[src/rtl/cel_pix_decoder.sv]
// Cel pixel decoder: maps coded pixels through a 32x16 PLUT to RGB555+flag pixels and loads the PLUT from DMA.
// Optional statistics counters are built when PIX_STATS_EN is defined.
module cel_pix_decoder #(
    parameter int PLUT_DEPTH = 32,
    parameter int CNT_W      = 16
) (
    input  logic        clock_i,
    input  logic        reset_i,
    input  logic [2:0]  bpp_i,
    input  logic [4:0]  plut_hi_i,
    input  logic        bgnd_i,
    input  logic        plut_start_i,
    input  logic [31:0] plut_din_i,
    output logic        plut_rd_req_o,
    output logic        plut_busy_o,
    input  logic [15:0] pix_in_i,
    input  logic        pix_in_valid_i,
    input  logic        pix_in_skip_i,
    output logic        next_pix_o,
    output logic [15:0] pix_out_o,
    output logic        pix_out_transp_o,
    output logic        pix_out_valid_o,
    input  logic        pix_out_ready_i
`ifdef PIX_STATS_EN
    ,
    output logic [CNT_W-1:0] stat_pix_o,
    output logic [CNT_W-1:0] stat_transp_o
`endif
);

    typedef enum logic [1:0] {
        ST_IDLE,
        ST_DRAIN,
        ST_LOAD
    } state_e;

    typedef enum logic [1:0] {
        MODE_PLUT,
        MODE_PLUT6,
        MODE_BYPASS,
        MODE_ZERO
    } mode_e;

    state_e      state_q, state_d;
    logic [4:0]  cnt_q, cnt_d;
    logic [4:0]  last_q, last_d;
    logic [4:0]  base_q, base_d;
    logic [4:0]  load_last;
    logic [4:0]  load_base;
    logic [4:0]  wr_addr;
    logic        wr_en;
    logic        pipe_empty;

    logic [15:0] plut_mem [PLUT_DEPTH];

    logic        adv;
    logic        accept;
    logic        s1_load;
    logic        s1_v_q;
    mode_e       s1_mode_q, s1_mode_d;
    logic [4:0]  s1_idx_q, s1_idx_d;
    logic [15:0] s1_data_q;
    logic        s1_skip_q;
    logic        s1_bgnd_q;

    logic [15:0] lut_word;
    logic [15:0] pix_out_q, pix_out_d;
    logic        pix_out_transp_q, pix_out_transp_d;
    logic        pix_out_valid_q, pix_out_valid_d;

    // Load window: the table slice addressed by the low-depth modes, and last cycle (2N-1).
    always_comb begin
        load_last = 5'd31;
        load_base = 5'd0;
        case (bpp_i)
            3'd1: begin
                load_last = 5'd1;
                load_base = {plut_hi_i[4:1], 1'b0};
            end
            3'd2: begin
                load_last = 5'd3;
                load_base = {plut_hi_i[4:2], 2'b00};
            end
            3'd3: begin
                load_last = 5'd15;
                load_base = {plut_hi_i[4], 4'b0000};
            end
            default: ;
        endcase
    end

    assign pipe_empty = !s1_v_q && !pix_out_valid_q;

    // NOTE: every output of a combinational block gets a default first, so no path leaves it unassigned (no latch).
    always_comb begin
        state_d = state_q;
        cnt_d   = cnt_q;
        last_d  = last_q;
        base_d  = base_q;
        case (state_q)
            ST_IDLE: begin
                if (plut_start_i) begin
                    last_d  = load_last;
                    base_d  = load_base;
                    cnt_d   = 5'd0;
                    state_d = pipe_empty ? ST_LOAD : ST_DRAIN;
                end
            end
            ST_DRAIN: begin
                if (pipe_empty) begin
                    state_d = ST_LOAD;
                end
            end
            ST_LOAD: begin
                if (cnt_q == last_q) begin
                    state_d = ST_IDLE;
                end else begin
                    cnt_d = cnt_q + 5'd1;
                end
            end
            default: state_d = ST_IDLE;
        endcase
    end

    // NOTE: sequential state uses non-blocking assignments so all registers update from pre-edge values.
    always_ff @(posedge clock_i) begin
        if (reset_i) begin
            state_q <= ST_IDLE;
            cnt_q   <= 5'd0;
            last_q  <= 5'd0;
            base_q  <= 5'd0;
        end else begin
            state_q <= state_d;
            cnt_q   <= cnt_d;
            last_q  <= last_d;
            base_q  <= base_d;
        end
    end

    // Even load cycles request a word, odd cycles write the word requested one cycle earlier.
    assign plut_busy_o   = (state_q == ST_LOAD);
    assign plut_rd_req_o = plut_busy_o && !cnt_q[0];
    assign wr_en         = plut_busy_o && cnt_q[0] && !reset_i;
    assign wr_addr       = base_q | {cnt_q[4:1], 1'b0};

    // NOTE: the table is storage, not control state, so it is deliberately left out of reset.
    always_ff @(posedge clock_i) begin
        if (wr_en) begin
            plut_mem[wr_addr]         <= plut_din_i[31:16];
            plut_mem[wr_addr | 5'd1]  <= plut_din_i[15:0];
        end
    end

    assign adv        = !pix_out_valid_q || pix_out_ready_i;
    assign s1_load    = !s1_v_q || adv;
    assign next_pix_o = !reset_i && (state_q == ST_IDLE) && !plut_start_i && s1_load;
    assign accept     = pix_in_valid_i && next_pix_o;

    always_comb begin
        s1_idx_d  = 5'd0;
        s1_mode_d = MODE_ZERO;
        case (bpp_i)
            3'd1: begin
                s1_idx_d  = {plut_hi_i[4:1], pix_in_i[0]};
                s1_mode_d = MODE_PLUT;
            end
            3'd2: begin
                s1_idx_d  = {plut_hi_i[4:2], pix_in_i[1:0]};
                s1_mode_d = MODE_PLUT;
            end
            3'd3: begin
                s1_idx_d  = {plut_hi_i[4], pix_in_i[3:0]};
                s1_mode_d = MODE_PLUT;
            end
            3'd4: begin
                s1_idx_d  = pix_in_i[4:0];
                s1_mode_d = MODE_PLUT6;
            end
            3'd5: begin
                s1_idx_d  = pix_in_i[4:0];
                s1_mode_d = MODE_PLUT;
            end
            3'd6: s1_mode_d = MODE_BYPASS;
            default: ;
        endcase
    end

    always_ff @(posedge clock_i) begin
        if (reset_i) begin
            s1_v_q <= 1'b0;
        end else if (s1_load) begin
            s1_v_q <= accept;
        end
    end

    always_ff @(posedge clock_i) begin
        if (s1_load && accept) begin
            s1_mode_q <= s1_mode_d;
            s1_idx_q  <= s1_idx_d;
            s1_data_q <= pix_in_i;
            s1_skip_q <= pix_in_skip_i;
            s1_bgnd_q <= bgnd_i;
        end
    end

    // Stage 2: table read lands in the output register; skip pixels keep the previous colour.
    always_comb begin
        lut_word         = plut_mem[s1_idx_q];
        pix_out_d        = pix_out_q;
        pix_out_transp_d = pix_out_transp_q;
        pix_out_valid_d  = pix_out_valid_q;
        if (adv) begin
            pix_out_valid_d = s1_v_q;
            if (s1_v_q) begin
                if (!s1_skip_q) begin
                    case (s1_mode_q)
                        MODE_PLUT:   pix_out_d = lut_word;
                        MODE_PLUT6:  pix_out_d = {s1_data_q[5], lut_word[14:0]};
                        MODE_BYPASS: pix_out_d = s1_data_q;
                        default:     pix_out_d = 16'h0000;
                    endcase
                end
                pix_out_transp_d = s1_skip_q || (s1_mode_q == MODE_ZERO) ||
                                   (!s1_bgnd_q && (pix_out_d[14:0] == 15'd0));
            end
        end
    end

    always_ff @(posedge clock_i) begin
        if (reset_i) begin
            pix_out_q        <= 16'h0000;
            pix_out_transp_q <= 1'b0;
            pix_out_valid_q  <= 1'b0;
        end else begin
            pix_out_q        <= pix_out_d;
            pix_out_transp_q <= pix_out_transp_d;
            pix_out_valid_q  <= pix_out_valid_d;
        end
    end

    assign pix_out_o        = pix_out_q;
    assign pix_out_transp_o = pix_out_transp_q;
    assign pix_out_valid_o  = pix_out_valid_q;

`ifdef PIX_STATS_EN
    logic [CNT_W-1:0] stat_pix_q;
    logic [CNT_W-1:0] stat_transp_q;

    // Counters track pixels actually handed to the writer and saturate rather than wrap.
    always_ff @(posedge clock_i) begin
        if (reset_i || (state_q == ST_IDLE && plut_start_i)) begin
            stat_pix_q    <= '0;
            stat_transp_q <= '0;
        end else if (pix_out_valid_q && pix_out_ready_i) begin
            if (stat_pix_q != '1) begin
                stat_pix_q <= stat_pix_q + 1'b1;
            end
            if (pix_out_transp_q && (stat_transp_q != '1)) begin
                stat_transp_q <= stat_transp_q + 1'b1;
            end
        end
    end

    assign stat_pix_o    = stat_pix_q;
    assign stat_transp_o = stat_transp_q;
`endif

endmodule
[config.mk]
export PLATFORM = sky130hd
export DESIGN_NAME = cel_pix_decoder
export DESIGN_NICKNAME = d
export VERILOG_FILES = /design/src/rtl/cel_pix_decoder.sv
export SDC_FILE = /design/constraint.sdc
export NUM_CORES = 1
export LEC_CHECK = 0
export CAP_MARGIN = 20
export CORE_ASPECT_RATIO = 0.75
export CORE_MARGIN = 1
export CORE_UTILIZATION = 50
export DETAILED_ROUTE_END_ITERATION = 10
export HOLD_SLACK_MARGIN = 0.12
export MAX_ROUTING_LAYER = met4
export PLACE_DENSITY = 0.65
export SYNTH_ARGS = -nofsm -noshare
export SYNTH_HDL_FRONTEND = slang
export SYNTH_SLANG_ARGS = --single-unit
[constraint.sdc]
create_clock -name clock_i -period 5.2 [get_ports clock_i]
set_input_delay 1.3 -clock clock_i [delete_from_list [all_inputs] [get_ports clock_i]]
set_output_delay 1.3 -clock clock_i [all_outputs]
set_load 0.05 [all_outputs]
# Yosys cells after proc, flatten, opt, wreduce, memory -nomap -nowiden
# Memories as Yosys holds them, arrays and structs flattened. A register that Yosys moved wholly into a read port is not among the register bits.
# Index checks and enable logic that the tools add are counted.
[totals]
regBits = 61
ramBits = 512
inputBits = 63
output_inout_bits = 21
wordCells = 84
memories = 1
[classes]
addsub = 1
eq_ne = 17
n_mux = 19
bitwise_logic = 1
n_reduce_logical = 31
[mem_list]
columns = ["memory", "depth", "word_bits", "rd", "rd_clocked_by_memory_dff", "wr", "line_no", "text"]
rows = [
  ["plut_mem", 32, 16, 1, 1, 2, "54", "logic [15:0] plut_mem [PLUT_DEPTH];"],
]
[op_table]
columns = ["op", "n"]
rows = [
  ["two-way mux 16 bit", 3],
  ["case mux 16 bit (3 select lines)", 1],
  ["case mux 5 bit (3 select lines)", 2],
  ["case mux 5 bit (4 select lines)", 1],
  ["logical NOT 15 bit", 1],
  ["two-way mux 5 bit", 3],
  ["case mux 2 bit (3 select lines)", 2],
  ["logical AND 1 bit", 10],
  ["case mux 5 bit (2 select lines)", 1],
  ["equality test 3 bit, second input constant", 3],
  ["AND reduction 3 bit", 3],
  ["two-way mux 2 bit", 4],
  ["equality test 2 bit, second input constant", 3],
  ["equality test 3 x 2 -> 1 bit, second input constant", 2],
  ["logical NOT 1 bit", 6],
  ["!= test 2 bit, second input constant", 3],
  ["adder 5 x 1 -> 5 bit, second input constant", 1],
  ["equality test 5 bit", 1],
  ["bitwise OR 5 bit", 1],
  ["equality test 2 x 1 -> 1 bit, second input constant", 2],
  ["logical NOT 2 bit", 2],
  ["logical OR 1 bit", 4],
  ["AND reduction 2 bit", 2],
  ["OR reduction 4 bit", 1],
  ["6 further kinds", 7],
]

# Depth between registers and ports, before layout
[depth]
word_depth = 8
ltp_mapped = 11
depth_no_buf = 7

# Worst setup path before layout
# No wires, ideal clock.
[synth_timing]
path_kind = "input-to-reg"
startpoint = "input reset_i"
endpoint = "memory plut_mem[0][0] (enable)"
setup_ns = 0.409
arrival_ns = 3.520
required_time_ns = 4.791
slack_ns = 1.271
path_stages = 7
path_buffers = 3
path_cell_list = "clkbuf_1 -> and3b_1 -> nand3_1 -> or2_2 -> clkbuf_1 -> clkinv_1 -> buf_1"
[synth_rtl]
columns = ["item", "line_no", "text"]
rows = [
  ["start: declaration", "8", "input logic reset_i,"],
  ["end: declaration", "54", ""],
]

# Final worst setup path
[layout_timing]
startpoint = "input reset_i"
endpoint = "output next_pix_o"
[layout_between]
elab_chain_len = 4
[layout_rtl]
columns = ["item", "line_no", "text"]
rows = [
  ["logical NOT 1 bit", "156", "assign next_pix_o = !reset_i && (state_q == ST_IDLE) && !plut_start_i && s1_load;"],
  ["logical AND 1 bit (3 in a row)", "156", ""],
  ["end: declaration", "19", "output logic next_pix_o,"],
]
# Every way passes these cells.

==> impl_metrics.csv <==
group,metric,value,unit
floorplanning,die-area,51900,um2
floorplanning,row_count,71,
floorplanning,io_pins,84,
grt,grtUsageTotal,24.6,%
clocking,clk_path_buf_depth,3,
logic_synthesis,yosys.area_share.xor_xnor,0.240,%
setup_path,startpoint_type,"input pin",
power_and_ir_drop,intPower,7.75,mW
finish,drive_gt1_share,28.1,%
timing,skew,33.5,ps
routing,drcViolationCount,0,
power_and_ir_drop,p_comb_share,6.8,%
power_and_ir_drop,p_seq_share,51.7,%
timing,setup_viol,0,
clocking,clk_latency,630,ps
logic_synthesis,syn_nets,1668,
routing,vias,14342,
logic_synthesis,ys_ff_latch,576,
routing,wl,60900,um
routing,ant_nets,0,
setup_path,cp.required,3900,ps
finish,multi_input_area,8050,um2
clocking,holdBufCountCts,0,
finish,area_growth,13.8,%
grt,grt_max_degree,49,
grt,antenna_found_initial,3,
clocking,post-cts-setup-buffers,0,
floorplanning,die_x,263,um
timing,tightest_slew,1110,ps
power_and_ir_drop,clkPwrFrac,41.5,%
finish,final_cell_mix,"537 x edfxtp_1, 255 x nand2_1, 199 x mux2_2, 126 x mux4_2, 81 x clkdlybuf4s50_1",
logic_synthesis,ys_seq_area_share,66.3,%
power_and_ir_drop,power_density,341,nW/um2
timing,rsz0062_at_grt,"no",
logic_synthesis,yosysWarnings,0,
routing,dr.first_iter.drc_count,1417,
routing,met1_length,26600,um
logic_synthesis,synthFlopType,"edfxtp_1",
setup_path,rr_worst_depth,8,
routing,met2WireLength,28200,um
clocking,htree_num_levels,2,
logic_synthesis,synth-simple-area-share,6.82,%
setup_path,endpoint_kind,"primary output",
floorplanning,die-height,198,um
floorplanning,core_area,50300,um2
routing,via_per_inst,6.02,
finish,nets,1741,
status,outcome,"complete, no violations",
timing,timing.fmax,255,MHz
logic_synthesis,muxShareOfSynthArea,21.0,%
placement,post-place-cells,2273,
routing,wl_per_cell,25.6,um
setup_path,cp.arrival,2630,ps
placement,dpl_cell_area,27100,um2
hold_path,hp-class,"reg2reg",
finish,layout_commonest_cell,"edfxtp_1",
routing,dr_wl_met3,4870,um
clocking,cts.repair.resized,0,
timing,maxSlewViolCount,0,
finish,fill_cells,3831,
power_and_ir_drop,ir_worst_vdd,280,uV
placement,routabilityCongestion,0.828,
placement,io_buffers,82,
job,cap_violations,0,
clocking,clkTransAtPathRegs,60,ps
logic_synthesis,synth_compound_area_share,3.13,%
clocking,root_buffer,"clkbuf_16",
logic_synthesis,synth_cells,1604,
timing,period_share,75.5,%
timing,finalHoldViolations,0,
grt,grt_pass1_wl,90500,um
logic_synthesis,synth.distinct_cells,55,
grt,grt_pass1_vias,14096,
power_and_ir_drop,p_leak,9.59,nW
power_and_ir_drop,switching_share,21.8,%
logic_synthesis,async_reset_ff_share,0,%
logic_synthesis,synth-edff-count,537,
finish,design_area,29000,um2
clocking,clock_sinks,576,
finish,final_cells,2384,
floorplanning,initial_utilization,50.7,%
logic_synthesis,avgSynthCellArea,15.9,um2
clocking,numCtsBuffers,56,
logic_synthesis,synth_fa_ha_area_share,0.0490,%
routing,highest_layer,"met4",
placement,place_hpwl,36100,um
finish,register_area,16900,um2
logic_synthesis,synth_top_family_by_area,"multiplexers",
logic_synthesis,syn_area,25500,um2
clocking,cts_tree,"done",
routing,firstDrtPassIters,5,
finish,fin_util,57.8,%
timing,min_period,3930,ps
hold_path,hold_depth,2,
timing,slew_headroom,25.3,%
power_and_ir_drop,p_sw,2.16,mW
setup_path,critPathKind,"in2out",
timing,setup_tns,0,ps
setup_path,path_max_fanout,36,
grt,gr-total-overflow,0,
kinds of logic after synthesis:
| kind of cell | count (synthesis) |
|---|---|
| DFF | 576 |
| and+or+nand+nor | 409 |
| muxes | 353 |
| buffers and inverters | 137 |
| AOI/OAI and AO/OA | 121 |
| xor gates and xnor gates | 7 |
| adders and majority gates | 1 |
critical path, stage by stage:
cell and delay, ps:
clkdlybuf4s50_1 480, buf_4 370, nor2_1 80, and3_1 200, buf_4 190
Yosys cell counts, types with 12 or more instances:
library cell | number | share of area [%]
mux2_2 | 199 | 8.8
nand2_1 | 255 | 3.8
nand3_1 | 21 | 0.41
inv_1 | 12 | 0.18
nor3_1 | 18 | 0.35
o21ai_0 | 24 | 0.47
buf_2 | 22 | 0.43
a21oi_1 | 33 | 0.65
nor2b_1 | 14 | 0.34
edfxtp_1 | 537 | 63
clkbuf_1 | 69 | 1.0
dfxtp_1 | 39 | 3.1
mux4_2 | 126 | 11
nor2_1 | 57 | 0.84
mux2i_1 | 28 | 1.1
cell type report:
class | count | share of cell area, %
Timing Repair Buffer | 134 | 4.61
Sequential cell | 576 | 58.2
Multi-Input combinational cell | 891 | 27.7
Clock buffer | 71 | 5.26
Clock inverter | 35 | 1.09
Inverter | 18 | 0.233
Antenna cell | 2 | 0.0172
Tap cell | 657 | 2.83
metrics by stage:
| stage | hold WS, ps | setup WS (ps) | power (mW) |
|---|---|---|---|
| floorplan | 415 | 1270 | 5.63 |
| global placement | 426 | 893 | 5.88 |
| detailed placement | 450 | 857 | 5.89 |
| CTS | 457 | 1280 | 9.98 |
| global route | 474 | 1180 | 10.2 |
| finish | 456 | 1270 | 9.91 |
registers in the layout, summed over array words and instances (netlist names), named ones only:
signal            flops
s1_idx_q              5
plut_mem            512
pix_out_transp_o      1
s1_bgnd_q             1
s1_v_q                1
pix_out_o            16
s1_skip_q             1
base_q                4
s1_mode_q             2
last_q                4
pix_out_valid_o       1
state_q               2
cnt_q                 5
s1_data_q            16
metal layers:
layer  vias to the layer above  GRT usage (%)
met5                         -              -
met4                         0           6.82
met3                        70           5.26
met2                       495           36.4
met1                      7395           34.6
li1                       6382              -
power by group through the flow:
stage | Clock (mW) | Combinational, mW | Sequential (mW)
2_1_floorplan | 0 | 0.420 | 5.21
3_3_place_gp | 0 | 0.659 | 5.22
3_5_place_dp | 0 | 0.672 | 5.22
4_1_cts | 4.18 | 0.674 | 5.12
5_1_grt | 4.36 | 0.728 | 5.12
6_report | 4.12 | 0.676 | 5.12
final timing paths:
check | startpoint | to | slack (ps)
setup / recovery | reset_i | next_pix_o | 1270
hold / removal | base_q[1] | base_q[1] | 460
setup reg to reg | flop | pix_out_transp_o | 1640
hold reg to reg | base_q[1] | base_q[1] | 460
No activity file was read; power rests on OpenSTA's default activity.
